--- src/rtl/mdu_hilo.sv ---
// rtl/mdu_hilo.sv - iterative multiply/divide unit owning the HI/LO registers
//
// Ports:
//   clk    pipeline clock, rising edge
//   rstn   asynchronous active-low reset
//   start  EX-stage instruction is an MDU op
//   op     000 MULT, 001 MULTU, 010 DIV, 011 DIVU, 100 MTHI, 101 MTLO, 11x no-op
//   A, B   forwarded rs/rt operands
//   flush  abort in-flight operation, blocks start
//   busy   operation in flight (stall request)
//   done   one-cycle pulse after a MULT/DIV result lands in HI/LO
//   hi, lo architectural HI/LO registers
//
// Optional feature macro: MDU_FAST_MUL_EN (single-cycle combinational MULT/MULTU)

module mdu_hilo #(
    parameter int WIDTH = 32,
    parameter int CNT_W = 6
) (
    input  logic             clk,
    input  logic             rstn,
    input  logic             start,
    input  logic [2:0]       op,
    input  logic [WIDTH-1:0] A,
    input  logic [WIDTH-1:0] B,
    input  logic             flush,
    output logic             busy,
    output logic             done,
    output logic [WIDTH-1:0] hi,
    output logic [WIDTH-1:0] lo
);

    localparam logic [2:0] OP_MULT  = 3'b000;
    localparam logic [2:0] OP_MULTU = 3'b001;
    localparam logic [2:0] OP_DIV   = 3'b010;
    localparam logic [2:0] OP_DIVU  = 3'b011;
    localparam logic [2:0] OP_MTHI  = 3'b100;
    localparam logic [2:0] OP_MTLO  = 3'b101;

    typedef enum logic [1:0] {
        S_IDLE,
        S_CALC,
        S_FIX
    } state_t;

    state_t             state;
    logic [CNT_W-1:0]   cnt;
    // acc is the 64-bit partial product for multiply, and {remainder, quotient}
    // for divide (quotient shifts in from the bottom as the dividend shifts out).
    logic [2*WIDTH-1:0] acc;
    // Multiplicand for multiply, divisor magnitude for divide.
    logic [WIDTH-1:0]   opnd;
    // Original dividend, kept for the divide-by-zero result.
    logic [WIDTH-1:0]   a_hold;
    logic               is_div;
    logic               neg_res;
    logic               neg_dvd;
    logic               div_zero;

    // Operand decode at the issue edge.
    logic               is_signed;
    logic               a_neg;
    logic               b_neg;
    logic [WIDTH-1:0]   mag_a;
    logic [WIDTH-1:0]   mag_b;
    logic               op_is_mul;
    logic               op_is_div;
    logic               issue_ok;
    logic               launch;

    // One iteration of the datapath.
    logic [WIDTH:0]     mul_sum;
    logic [WIDTH:0]     div_shift;
    logic               div_ge;
    logic [2*WIDTH-1:0] acc_next;

    // Sign fix-up of the final result.
    logic [2*WIDTH-1:0] prod_fix;
    logic [WIDTH-1:0]   quo_fix;
    logic [WIDTH-1:0]   rem_fix;

`ifdef MDU_FAST_MUL_EN
    logic [2*WIDTH-1:0] ext_a;
    logic [2*WIDTH-1:0] ext_b;
    logic [2*WIDTH-1:0] fast_prod;

    // Extending to 64 bits (sign- or zero-) makes the low 64 bits of a plain
    // product correct for both MULT and MULTU.
    always_comb begin
        ext_a     = {{WIDTH{a_neg}}, A};
        ext_b     = {{WIDTH{b_neg}}, B};
        fast_prod = ext_a * ext_b;
    end
`endif

    always_comb begin
        is_signed = ~op[0];
        a_neg     = is_signed & A[WIDTH-1];
        b_neg     = is_signed & B[WIDTH-1];
        mag_a     = a_neg ? (WIDTH'(0) - A) : A;
        mag_b     = b_neg ? (WIDTH'(0) - B) : B;
        op_is_mul = (op == OP_MULT) || (op == OP_MULTU);
        op_is_div = (op == OP_DIV)  || (op == OP_DIVU);
        issue_ok  = (state == S_IDLE) && start && !flush;
`ifdef MDU_FAST_MUL_EN
        launch    = issue_ok && op_is_div;
`else
        launch    = issue_ok && (op_is_mul || op_is_div);
`endif
    end

    always_comb begin
        mul_sum   = {1'b0, acc[2*WIDTH-1:WIDTH]} + (acc[0] ? {1'b0, opnd} : {(WIDTH+1){1'b0}});
        div_shift = {acc[2*WIDTH-1:WIDTH], acc[WIDTH-1]};
        div_ge    = (div_shift >= {1'b0, opnd});
        acc_next  = acc;
        if (is_div) begin
            // Restoring step: the remainder stays below the divisor, so the
            // subtraction result always fits back into WIDTH bits.
            if (div_ge) begin
                acc_next = {div_shift[WIDTH-1:0] - opnd, acc[WIDTH-2:0], 1'b1};
            end else begin
                acc_next = {div_shift[WIDTH-1:0], acc[WIDTH-2:0], 1'b0};
            end
        end else begin
            // Shift-add: multiplier bits are consumed from acc[0] while the
            // product grows in from the top.
            acc_next = {mul_sum, acc[WIDTH-1:1]};
        end
    end

    always_comb begin
        prod_fix = neg_res ? ((2*WIDTH)'(0) - acc) : acc;
        quo_fix  = neg_res ? (WIDTH'(0) - acc[WIDTH-1:0]) : acc[WIDTH-1:0];
        rem_fix  = neg_dvd ? (WIDTH'(0) - acc[2*WIDTH-1:WIDTH]) : acc[2*WIDTH-1:WIDTH];
    end

    always_ff @(posedge clk or negedge rstn) begin
        if (!rstn) begin
            state    <= S_IDLE;
            cnt      <= '0;
            acc      <= '0;
            opnd     <= '0;
            a_hold   <= '0;
            is_div   <= 1'b0;
            neg_res  <= 1'b0;
            neg_dvd  <= 1'b0;
            div_zero <= 1'b0;
            busy     <= 1'b0;
            done     <= 1'b0;
            hi       <= '0;
            lo       <= '0;
        end else begin
            done <= 1'b0;
            case (state)
                S_IDLE: begin
                    if (launch) begin
                        is_div   <= op_is_div;
                        neg_res  <= a_neg ^ b_neg;
                        neg_dvd  <= a_neg;
                        div_zero <= op_is_div && (B == '0);
                        a_hold   <= A;
                        opnd     <= op_is_div ? mag_b : mag_a;
                        acc      <= {{WIDTH{1'b0}}, (op_is_div ? mag_a : mag_b)};
                        cnt      <= '0;
                        busy     <= 1'b1;
                        state    <= S_CALC;
                    end else if (issue_ok) begin
                        case (op)
                            OP_MTHI: hi <= A;
                            OP_MTLO: lo <= A;
`ifdef MDU_FAST_MUL_EN
                            OP_MULT, OP_MULTU: begin
                                {hi, lo} <= fast_prod;
                                done     <= 1'b1;
                            end
`endif
                            default: ;
                        endcase
                    end
                end
                S_CALC: begin
                    if (flush) begin
                        busy  <= 1'b0;
                        state <= S_IDLE;
                    end else begin
                        acc <= acc_next;
                        cnt <= cnt + 1'b1;
                        if (cnt == CNT_W'(WIDTH - 1)) begin
                            state <= S_FIX;
                        end
                    end
                end
                S_FIX: begin
                    if (!flush) begin
                        if (!is_div) begin
                            {hi, lo} <= prod_fix;
                        end else if (div_zero) begin
                            hi <= a_hold;
                            lo <= '1;
                        end else begin
                            hi <= rem_fix;
                            lo <= quo_fix;
                        end
                        done <= 1'b1;
                    end
                    busy  <= 1'b0;
                    state <= S_IDLE;
                end
                default: begin
                    busy  <= 1'b0;
                    state <= S_IDLE;
                end
            endcase
        end
    end

endmodule

--- config.mk ---
export PLATFORM = sky130hd
export DESIGN_NAME = mdu_hilo
export DESIGN_NICKNAME = d
export VERILOG_FILES = /design/src/rtl/mdu_hilo.sv
export SDC_FILE = /design/constraint.sdc
export NUM_CORES = 1
export LEC_CHECK = 0
export ABC_AREA = 0
export CAP_MARGIN = 0
export CELL_PAD_IN_SITES_DETAIL_PLACEMENT = 0
export CELL_PAD_IN_SITES_GLOBAL_PLACEMENT = 1
export CORE_MARGIN = 2
export CORE_UTILIZATION = 40
export CTS_CLUSTER_DIAMETER = 200
export DETAILED_ROUTE_END_ITERATION = 8
export GPL_TIMING_DRIVEN = 0
export PLACE_DENSITY_LB_ADDON = 0.12
export SLEW_MARGIN = 10
export SYNTH_ARGS = -nofsm -noshare
export SYNTH_HDL_FRONTEND = slang
export SYNTH_SLANG_ARGS = --single-unit
--- constraint.sdc ---
create_clock -name clk -period 4.3 [get_ports clk]
set_input_delay 0.86 -clock clk [delete_from_list [all_inputs] [get_ports clk]]
set_output_delay 0.86 -clock clk [all_outputs]
set_load 0.05 [all_outputs]
### Yosys cells after proc, flatten, opt, wreduce, memory -nomap -nowiden

Cells that the tools add are included.

* bitwise gates (word level): 4
* order comparisons: 1
* add/subtract/negate cells: 8
* multiplexer cells: 39
* reduce and logical (&&, ||, !) cells: 19
* equality and inequality tests: 17

Operator list (count)
* 32-bit two-way mux: 19
* 64-bit two-way mux: 5
* 32-bit one-hot mux with 2 select lines: 2
* 64-bit one-hot mux with 2 select lines: 1
* 1-bit by 32-bit subtractor with 32-bit output, first input constant: 4
* 1-bit by 64-bit subtractor with 64-bit output, first input constant: 1
* 32-bit by 32-bit adder with 33-bit output: 1
* 33-bit by 32-bit greater-or-equal comparator with 1-bit output: 1
* 32-bit logical NOT: 1
* 32-bit subtractor: 1
* 6-bit two-way mux: 2
* 2-bit != test, second input constant: 6
* 6-bit one-hot mux with 2 select lines: 1
* 5-bit AND reduction: 2
* 6-bit by 1-bit adder with 6-bit output, second input constant: 1
* 3-bit by 2-bit == test with 1-bit output, second input constant: 2
* 3-bit == test, second input constant: 2
* 6-bit by 5-bit == test with 1-bit output, second input constant: 1
* 2-bit two-way mux: 3
* 2-bit AND reduction: 3
* 1-bit logical AND: 4
* 1-bit two-way mux: 4
* 2-bit by 1-bit != test with 1-bit output, second input constant: 2
* 2-bit one-hot mux with 2 select lines: 1
* 14 further kinds: 18

* output and inout port bits: 66
* bits in registers: 206
* input bits: 71
* word-level logic and storage cells: 101

### Logic depth before layout (Yosys ltp)

Gate-level depths: netlist of the first run.

* depth after elaboration: 6
* mapped depth: 15
* depth with buffers taken out: 14

### Least setup slack after synthesis of the first run

OpenSTA, ideal clock, no wires.

* path kind: reg2reg
* start: reg acc[31]
* end: reg acc[49]
* setup time: 0.120 ns
* buffers on the path: 2
* clock period less this slack: 3.513 ns
* required time: 4.180 ns
* data arrival time: 3.393 ns
* slack: 0.787 ns
* stages on the path, launching flop included: 15
* cell sequence: dfrtp_1 clkbuf_1 inv_1 ha_1 inv_1 a21oi_1 o21ai_0 a41oi_1 a2111oi_0 nor2_1 o31ai_4 buf_2 mux2i_1 a21oi_1 a31o_2

* word-level cells in the longest chain between the ends: 5
* elaborated cells on any way between the ends: 6
* classes of those cells: add/sub (1); order compare (1); mux (4)

Ends and longest elaborated chain
* from (decl): RTL line 50 `logic [2*WIDTH-1:0] acc;`
* from (signal assigned): RTL line 164 `acc <= {{WIDTH{1'b0}}, (op_is_div ? mag_a : mag_b)};`
* from (signal assigned): RTL line 187 `acc <= acc_next;`
* 32-bit subtractor / 33-bit by 32-bit greater-or-equal comparator with 1-bit output (equally long branches): RTL line 121, 115
* 64-bit two-way mux (*): RTL line 120 `if (div_ge) begin`
* 64-bit two-way mux (*): RTL line 117 `if (is_div) begin`
* 64-bit two-way mux (*): RTL line 183 `if (flush) begin`
* 64-bit one-hot mux with 2 select lines (*): RTL line 155 `case (state)`

Mark *: on every way between the ends. The rest lies on a longest branch, timed or not. The select of a mux whose other input is x is not followed.
A chain may end at the register's enable or synchronous reset.

### Final worst setup path of the first run

* start: reg acc[48]
* end: reg acc[32]

* word-level cells in the longest chain between the ends: 5

Ends and longest elaborated chain
* 33-bit by 32-bit greater-or-equal comparator with 1-bit output: RTL line 115 `div_ge = (div_shift >= {1'b0, opnd});`
* 64-bit two-way mux: RTL line 120
* 64-bit two-way mux: RTL line 117
* 64-bit two-way mux: RTL line 183
* 64-bit one-hot mux with 2 select lines: RTL line 155

No other way between the ends. The select of a mux whose other input is x is not followed.

==> results of run 1 <==
## layer usage
| metal | up-vias | GRT usage (%) | part of all wire [%] |
|---|---|---|---|
| met5 | - | 0 | 0.012 |
| met3 | 182 | 5.97 | 7.9 |
| met2 | 770 | 53.7 | 45 |
| li1 | 8171 | - | - |
| met1 | 8733 | 46.5 | 43 |
| met4 | 2 | 13.7 | 4.6 |
## state kept, by name, indices dropped and copies added, names as in the netlist
signal / flops
acc: 64
a_hold: 32
hi: 32
lo: 32
opnd: 32
cnt: 6
state: 2
busy: 1
div_zero: 1
done: 1
is_div: 1
neg_dvd: 1
neg_res: 1
## cell type report
| cell class | count | area [um^2] | area share (%) |
|---|---|---|---|
| Multi-Input combinational cell | 1782 | 10900 | 54.8 |
| Antenna cell | 2 | 5.00 | 0.0251 |
| Timing Repair Buffer | 126 | 1300 | 6.52 |
| Sequential cell | 206 | 5150 | 25.9 |
| Clock inverter | 15 | 241 | 1.21 |
| Buffer | 168 | 644 | 3.23 |
| Inverter | 61 | 230 | 1.16 |
| Tap cell | 539 | 674 | 3.38 |
| Clock buffer | 35 | 756 | 3.79 |
## kinds of logic (layout without fill, tap and decap cells)
family | after synthesis | in the layout | share of synthesized area [%]
XOR/XNOR | 207 | 207 | 10.7
buffers and inverters | 230 | 405 | 5.19
adder cells (fa/ha/maj) | 71 | 71 | 5.34
flip-flops | 206 | 206 | 30.5
AO/OA/AOI/OAI | 684 | 684 | 24.9
multiplexers | 53 | 53 | 3.15
AND/OR/NAND/NOR | 767 | 767 | 20.2
other | 0 | 2 | 0
## repair_timing
action	CTS	global route
gates resized for setup	6	4
hold buffers	0	0
setup endpoints to repair	33	29
buffers inserted	1	0
pin swaps	1	0
## path summary, 6_finish.rpt
kind                                        from                     to  slack, ns
max                          acc[48]$_DFFE_PN0P_    acc[32]$_DFFE_PN0P_       0.12
min                                         rstn    acc[50]$_DFFE_PN0P_       0.19
max reg2reg                  acc[48]$_DFFE_PN0P_    acc[32]$_DFFE_PN0P_       0.12
min reg2reg                a_hold[9]$_DFFE_PN0P_  a_hold[9]$_DFFE_PN0P_       0.48
max in group asynchronous                   rstn     hi[30]$_DFFE_PN0P_       2.92
min in group clk           a_hold[9]$_DFFE_PN0P_  a_hold[9]$_DFFE_PN0P_       0.48
## per-stage QoR
step,power [mW],std cells
floorplan,8.36,2218
global placement,10.9,2880
detailed placement,11.0,2882
CTS,13.7,2932
global route,14.6,2933
finish,13.8,2934
## synthesized netlist by cell type (all sizes together) (14+ instances only)
master / n
ha: 69
or3: 32
buf: 21
o221ai: 40
or4: 15
dfrtp: 206
nand2: 356
nand3: 29
o22ai: 32
xor2: 114
mux2i: 52
o31ai: 27
a21oi: 177
inv: 60
o41ai: 15
a31oi: 23
nor2: 203
o211ai: 27
clkbuf: 148
nor2b: 14
nand2b: 26
nor3: 19
xnor2: 93
a22oi: 14
nor4: 18
a21o: 38
o21ai: 226
## power by group
part	total [mW]	internal, mW	leakage, nW	switching (mW)
registers	3.14	2.48	2.53	0.663
logic	8.08	2.88	5.30	5.20
clock network	2.61	1.60	0.486	1.02
==> results.md, run 1 <==
- The run finished with clean final reports.
- The library cell occupying the most area in the post-synthesis netlist is dfrtp_1.
- The pre-antenna-repair detailed-routing pass consisted of 6 iterations.
- The share of flip-flops with an asynchronous set or reset after synthesis is 100%.
- After synthesis the netlist holds a flip-flop and latch count of roughly 200.
- Of all nets on the critical path, the largest fanout is 10.
- Synthesis instantiated a little over 70 different standard cells from the library.
- Fill cells in the final layout number 4305.
- The final design utilization is around 48%.
- Leaving out fill and tap cells, the most frequent cells in the layout are nand2_1 (356), o21ai_0 (223), dfrtp_1 (206), nor2_1 (203), a21oi_1 (177).
- Setup violations remaining at the end of the flow were counted as 0.
- Summing the sequential cell areas from Yosys gives 30.5% of the chip area.
- The path class of the tightest hold or removal check is input port to asynchronous set/reset pin.
- The initial antenna violation count came to 5.
- The kind of end point of the critical path is a register.
- Counting every net in the synthesized netlist gives between 2000 and 2500.
- The core region area is 41900 um^2.
- In the final routed layout, each cell accounts on average for ~26 um.
- The final layout net count is 2514.
- By area the synthesized netlist is led by dfrtp_1 (30%), nand2_1 (7.9%), o21ai_0 (6.6%).
- The layout overhead on the synthesized area is 17.9%.
- The remaining max-slew budget at the tightest pin is between 20% and 30%.
- The standard cell with the maximum stage delay on the critical path is nor4_1.
- The required time at the endpoint of the critical path is between 4 and 5 ns.
- For this run, design rule violations remaining after detail routing come to 0.
- The arrival time of data at the critical path endpoint is 4.63 ns.
- The reported max-cap violation count is 0.
- In the final layout, the share of cells above drive strength 1 is under 10%.
- The die covers 43900 um^2.
- The deepest clock path buffer count is 3.
- Setup repair after global routing could not meet its margin everywhere.
- Clock latency on the worst-skew pair, taken at its later pin, is about 0.6 ns.
- The final period demand of the worst path is around 4.2 ns.
- The analysis attributes to cell leakage a power of 8.32 nW.
- The count of standard-cell rows is 75.
- Final hold analysis gives a worst-case slack of around 0.19 ns.
- Of the post-synthesis cell area, the dominant cell type holds 30.5%.
- The height of the die is about 210 um.
- The mean number of vias per cell is between 6 and 7.
- The element type at the critical path start is a register.
- The critical path depth is 12.
- The worst setup path is of the register to register kind.
- The number of flops mapped to enable cells by yosys is 0.
- The number of hold violations in the final report is 0.
- The via count of the first global-routing pass is between 15000 and 20000.
- The I/O pin count is about 140.
- Dividing total power by cell area gives a power density of roughly 700 nW/um^2.
- Timing would allow up to about 0.24 GHz.
- The first global-routing pass estimated about 110 mm of wire.
- The pin count of the biggest net entering global routing is 86.
- The total count of max-transition violations in the final report was 0.
- The count of H-tree levels built during CTS is 1.
- Summed over all layers, the global routing overflow is 0.
- CTS placed an instance of clkbuf_16 at the clock tree root.
- Before CTS, the worst setup slack after placement is -0.868 ns.
- The most numerous cell on the critical path is buf_2.
- The worst clock skew is 0.0286 ns.
- The CTS tree is yes.
- The post-route antenna net violation count is 0.
- The signal on the critical path passes through ha_1, nand4_1, nor4_1, a311oi_1, o21ai_0, nor2_1, o31ai_4, buf_2, buf_2, nand2_1, o211ai_1, o221ai_1.
- Grouping stages by cell kind, the critical path spends the most delay in simple AND/OR/NAND/NOR gates.
- The number of buffers and inverters on the critical path is 2.
- The total negative slack is 0 ns.
- The cell count after synthesis came out at 2218.
- The placed instances occupy a cell area of roughly 19000 um^2.
- The count of buffers added on input and output ports is 123.
- The worst reg2reg path depth is 12.
- The global router's overall resource usage is ~34%.
- The largest single stage delay on the critical path is 0.91 ns.
- The leading register cell type out of synthesis is dfrtp_1.
- The final critical-path setup slack is between 0.1 and 0.15 ns.
- The final layout contains routed wiring with a total length of 76.0 mm.
- The maximum vdd drop is 0.373 mV.
- The routed layout has 17900 vias.
- The first routing iteration left about 1800 violations.
- The clock-pin slew reported for the worst setup and hold paths after clock tree synthesis is 0.07 ns.
- After routing the design area is roughly 20000 um^2.
- Once the floorplan was initialized, standard cells occupied 40.4% of the core.
- A synthesized cell averages approximately 7.6 um^2.
- The cell area that synthesis handed to floorplanning was approximately 17000 um^2.
- The total half-perimeter wirelength after legalization and detailed placement is ~60 mm.
- In this run the horizontal extent of the chip is approximately 210 um.
- The slew at the pin closest to its max-slew limit is roughly 1.1 ns.
- The total clock sinks is 206.
- Leaving out fill and tap cells, the most frequent cell in the layout is nand2_1.
- Buffers inserted during clock tree synthesis total 27.
- Routability-driven placement finished with a final weighted congestion of 0.966.
- The number of warnings printed during yosys synthesis is 0.
- Of the available clock period, the critical path in the final layout requires 97.3%.
Note: power is estimated with default switching activity, not from simulation.
==> run 2: changes to the inputs <==
==> constraint.sdc (replaced) <==
create_clock -name clk -period 4.3 [get_ports clk]
set_input_delay 0.86 -clock clk [delete_from_list [all_inputs] [get_ports clk]]
set_output_delay 0.86 -clock clk [all_outputs]
set_load 0.02 [all_outputs]
==> results of run 2 <==
Same layout as run 1 (identical final DEF). Status: finished clean.
Main changes from that run: total power 13.8 mW -> 13.4 mW; worst IR drop on VDD 0.373 mV -> 0.308 mV
